[src/rtl/instr_loader.sv]
// instr_loader -- program loader for the fetch-stage instruction memory.
//
// Accepts a byte stream over a valid/ready handshake, packs bytes
// little-endian into bus_data-bit words and writes them to consecutive
// instruction-memory addresses 0 .. last_addr.  busy holds the core while
// a load is in progress.
//
// Ports:
//   clk, rst          clock, synchronous active-high reset
//   start, last_addr  begin a load (IDLE only); last_addr latched with start
//   abort             cancel the load in progress (COLLECT / WRITE)
//   byte_in           stream byte
//   byte_valid        byte_in is valid
//   byte_ready        loader accepts a byte this cycle (COLLECT)
//   wr_en             instruction-memory write strobe (one cycle per word)
//   wr_addr, wr_data  write address / data, held between writes
//   busy              load in progress
//   done              one-cycle pulse after the final word is written
module instr_loader #(
  parameter int bus_address = 6,
  parameter int bus_data    = 32
) (
  input  logic                   clk,
  input  logic                   rst,
  input  logic                   start,
  input  logic [bus_address-1:0] last_addr,
  input  logic                   abort,
  input  logic [7:0]             byte_in,
  input  logic                   byte_valid,
  output logic                   byte_ready,
  output logic                   wr_en,
  output logic [bus_address-1:0] wr_addr,
  output logic [bus_data-1:0]    wr_data,
  output logic                   busy,
  output logic                   done
);

  localparam int NB     = bus_data / 8;
  localparam int LANE_W = (NB > 1) ? $clog2(NB) : 1;
  localparam logic [LANE_W-1:0] LAST_LANE = LANE_W'(NB - 1);

  typedef enum logic [1:0] {
    IDLE    = 2'd0,
    COLLECT = 2'd1,
    WRITE   = 2'd2,
    DONE    = 2'd3
  } state_t;

  state_t                 state;
  logic [bus_address-1:0] word_addr;
  logic [bus_address-1:0] last_q;
  logic [LANE_W-1:0]      lane;
  logic [bus_data-1:0]    word_p0;
  logic [bus_data-1:0]    word_next;

  // Assembly word with the incoming byte merged into the current lane.
  always_comb begin
    word_next = word_p0;
    for (int i = 0; i < NB; i++) begin
      if (lane == LANE_W'(i)) begin
        word_next[8*i +: 8] = byte_in;
      end
    end
  end

  // Assembly register: only the lanes written before a WRITE are ever used,
  // so it needs no reset.
  always_ff @(posedge clk) begin
    if (state == COLLECT && byte_valid && !abort) begin
      word_p0 <= word_next;
    end
  end

  always_ff @(posedge clk) begin
    if (rst) begin
      state     <= IDLE;
      word_addr <= '0;
      last_q    <= '0;
      lane      <= '0;
      wr_addr   <= '0;
      wr_data   <= '0;
    end else begin
      case (state)
        IDLE: begin
          if (start) begin
            last_q    <= last_addr;
            word_addr <= '0;
            lane      <= '0;
            state     <= COLLECT;
          end
        end
        COLLECT: begin
          // abort wins over a byte presented in the same cycle; the byte is dropped
          if (abort) begin
            lane  <= '0;
            state <= IDLE;
          end else if (byte_valid) begin
            if (lane == LAST_LANE) begin
              // Write port is loaded here so address/data are stable for the
              // whole WRITE cycle and hold afterwards.
              lane    <= '0;
              wr_addr <= word_addr;
              wr_data <= word_next;
              state   <= WRITE;
            end else begin
              lane <= lane + 1'b1;
            end
          end
        end
        WRITE: begin
          // The write itself happens this cycle regardless of abort.
          if (abort) begin
            state <= IDLE;
          end else if (word_addr == last_q) begin
            state <= DONE;
          end else begin
            word_addr <= word_addr + 1'b1;
            state     <= COLLECT;
          end
        end
        DONE: begin
          state <= IDLE;
        end
        default: begin
          state <= IDLE;
        end
      endcase
    end
  end

  // Outputs decoded from the registered state only.
  assign byte_ready = (state == COLLECT);
  assign wr_en      = (state == WRITE);
  assign done       = (state == DONE);
  assign busy       = (state != IDLE);

endmodule
[config.mk]
export PLATFORM = sky130hd
export DESIGN_NAME = instr_loader
export DESIGN_NICKNAME = d
export VERILOG_FILES = /design/src/rtl/instr_loader.sv
export SDC_FILE = /design/constraint.sdc
export NUM_CORES = 1
export LEC_CHECK = 0
export CAP_MARGIN = 20
export CORE_MARGIN = 2
export CORE_UTILIZATION = 35
export CTS_BUF_LIST = sky130_fd_sc_hd__clkbuf_8
export DETAILED_ROUTE_END_ITERATION = 12
export HOLD_SLACK_MARGIN = 0.03
export PLACE_DENSITY_LB_ADDON = 0.15
export SLEW_MARGIN = 15
export SYNTH_ARGS = -nofsm -noshare
export SYNTH_HDL_FRONTEND = slang
export SYNTH_SLANG_ARGS = --single-unit
[constraint.sdc]
create_clock -name clk -period 1.85 [get_ports clk]
set_clock_uncertainty 0.2 [all_clocks]
set_input_delay 0.2775 -clock clk [delete_from_list [all_inputs] [get_ports clk]]
set_output_delay 0.2775 -clock clk [all_outputs]
set_load 0.05 [all_outputs]
==> results.yml <==
power:
  p_per_area_nw_per_um2: 777
  leakagePower_nw: 1.68
  ir_drop_mv: 0.362
critical_path:
  crit_slowest_cell: "dfxtp_2"
  slowest_delay_ns: 0.43
  path_cells: "nand2b_1 > inv_1 > buf_12"
  endpoint_kind: "output port"
  critPathLaunchType: "flip-flop"
  cp_top_family: "flip-flops"
  crit_fanout: 10
  worst_ep_required_time_ns: 1.37
  critPathArrivalTime_ns: 1.28
  timing_worst_setup_path_type: "reg2out"
  crit_buf_inv: 2
floorplan:
  die_w_microns: 103
  rows: 36
  start_util_pct: 35.6
  core_area_sq_um: 9680
  io_pins: 61
  fp.dieArea_sq_um: 10700
  die_h_microns: 103
finish:
  final_common_cell: "nand2_1"
  fin_nets: 434
  mostFrequentLayoutCells: "nand2_1, buf_4, dfxtp_1"
  diodes: 0
  fill_cells: 924
  drive_gt1_share_pct: 31.1
  synthToLayoutAreaGrowth_pct: 31.6
clock_tree:
  clockBufferDepth: 2
  cts_htree_levels: 3
  cts_tree: "done"
  cts_root_buf: "clkbuf_8"
  insertion_delay_ns: 0.36
  cts_inserted_buffers: 9
  post_cts_buffers: 0
  path_clk_slew_ns: 0.08
  clkSinkCount: 82
global_route:
  grt_max_degree: 29
  groute.usage.overall_pct: 15.4
  grt.overflow.total: 0
  grt_pass1_vias: 2308
  antenna_found_initial: 0
  grt_pass1_wl_mm: 12.3
timing:
  period_share_pct: 95.1
  tightest_slew_ns: 0.397
  setup_violations: 0
  fmax_ghz: 0.569
  holdWs_ns: 0.258
  finalCriticalPeriod_ns: 1.76
  relSlewSlack_pct: 73.5
  drv_slew: 0
  hold_viol: 0
  fin_setup_tns_ns: 0
route:
  drtAntennaViolNets: 0
  drc_errors: 0
  drt-pass1-iter-count: 4
  vias: 2628
  wl_mm: 7.95
  drt_iter0_markers: 117
  viasPerCell: 4.80
  wl_per_cell_microns: 14.5
synthesis:
  synth_edf_count: 28
  syn_area_sq_um: 3450
  ys_warn_count: 0
  yosys.area.top_type: "dfxtp_1"
  ys_top_cells_by_area: "dfxtp_1, edfxtp_1, mux2_2"
  synth_top_area_share_pct: 31.3
  ys_ff_latch: 82
  yosysSeqAreaShare_pct: 55.7
  synth_flop_cell: "dfxtp_1"
  ys_async_sr_fraction_pct: 0
  syn_area_per_cell_sq_um: 10.4
  synthesis.nets: 357
  syn-instance-count: 333
  synth_cell_types: 39
placed_design:
  place.gp.congestion: 0.800
  io_buffers: 60
  dp_hpwl_mm: 5.68
status:
  status: "finished clean"
job:
  cap_violations: 0
min_path:
  min_path_type: "reg2reg"
through the flow:
stage / setup slack [ns] / std cells / instance area [sq um] / utilization [%] / power [W]
6_report: 0.0913 / 548 / 4540 / 46.9 / 0.00353
5_1_grt: -0.00233 / 548 / 4540 / 46.9 / 0.00368
4_1_cts: 0.00186 / 548 / 4500 / 46.5 / 0.00356
3_5_place_dp: -0.225 / 531 / 4280 / 44.2 / 0.00219
3_3_place_gp: -0.205 / 531 / 4280 / 44.2 / 0.00219
2_1_floorplan: 0.0836 / 333 / 3450 / - / 0.00206
sequential cells by signal, summed over array words and instances (netlist names):
name / cells
lane: 2
last_q: 6
state: 2
word_addr: 6
word_p0: 28
wr_addr: 6
wr_data: 32
tightest hold or removal path: cells and delay by family, from the launching register on:
| kind | cells | cell delay, ns |
|---|---|---|
| flip-flops | 1 | 0.32 |
| AO/OA/AOI/OAI | 1 | 0.05 |
| AND/OR/NAND/NOR | 1 | 0.05 |
layer usage:
| metal | global-route usage, % | vias to the layer above | part of all wire [%] |
|---|---|---|---|
| met5 | 0 | - | 0 |
| met4 | 6.88 | 0 | 1.9 |
| met3 | 3.29 | 12 | 4.4 |
| met2 | 22.2 | 57 | 44 |
| met1 | 22.2 | 1256 | 49 |
| li1 | - | 1303 | - |
layout make-up:
| cell class | count | area (sq um) | share of cell area (%) |
|---|---|---|---|
| clock buffers | 10 | 138 | 3.03 |
| clock inverters | 6 | 72.6 | 1.60 |
| inverters | 5 | 18.8 | 0.414 |
| multi-input cells | 225 | 1440 | 31.7 |
| flip-flops and latches | 82 | 1930 | 42.5 |
| well taps | 133 | 166 | 3.67 |
| repair buffers | 87 | 774 | 17.1 |
cells in the mapped netlist (2+ instances only):
cell,number
nand2_1,72
dfxtp_1,54
a21oi_1,39
mux2_2,29
edfxtp_1,28
nor2_1,16
clkbuf_1,14
mux2i_1,11
nand2b_1,7
buf_2,5
ha_1,5
inv_1,5
nor3_1,4
a221oi_1,3
nand3_1,3
or3_1,3
xnor2_1,3
xor2_1,3
a211o_1,2
a211oi_1,2
and2_1,2
and3_1,2
buf_6,2
nand4_1,2
nor4b_1,2
or2_2,2
final timing paths:
check,startpoint,endpoint,slack (ns),cells past startpoint
setup / recovery,state[1]$_SDFFE_PP0P_,byte_ready,0.09,3
hold / removal,wr_data[25]$_SDFFE_PP0P_,wr_data[25]$_SDFFE_PP0P_,0.26,2
setup reg to reg,word_addr[2]$_SDFFE_PP0P_,word_addr[5]$_SDFFE_PP0P_,0.10,4
hold reg to reg,wr_data[25]$_SDFFE_PP0P_,wr_data[25]$_SDFFE_PP0P_,0.26,2
power breakdown:
part / switching [W] / internal, W
clock: 0.000701 / 0.000675
sequential: 0.0000112 / 0.00188
combinational: 0.000131 / 0.000129
cell families (layout without fill, tap and decap cells):
kind of cell               after synthesis  count (layout)  share of synthesized area [%]
and+or+nand+nor                        122             122                           16.0
DFF                                     82              82                           55.7
AOI/OAI and AO/OA                       52              52                           8.78
muxes                                   40              40                           12.7
buffers and inverters                   26             108                           3.45
xor gates and xnor gates                 6               6                           1.52
adders and majority gates                5               5                           1.81
repair_timing:
action                     CTS  global route
hold endpoints to repair     3             0
setup endpoints to repair    1            11
hold buffers                 1             0
gates resized for setup      2            11
No activity file was read; power rests on OpenSTA's default activity.
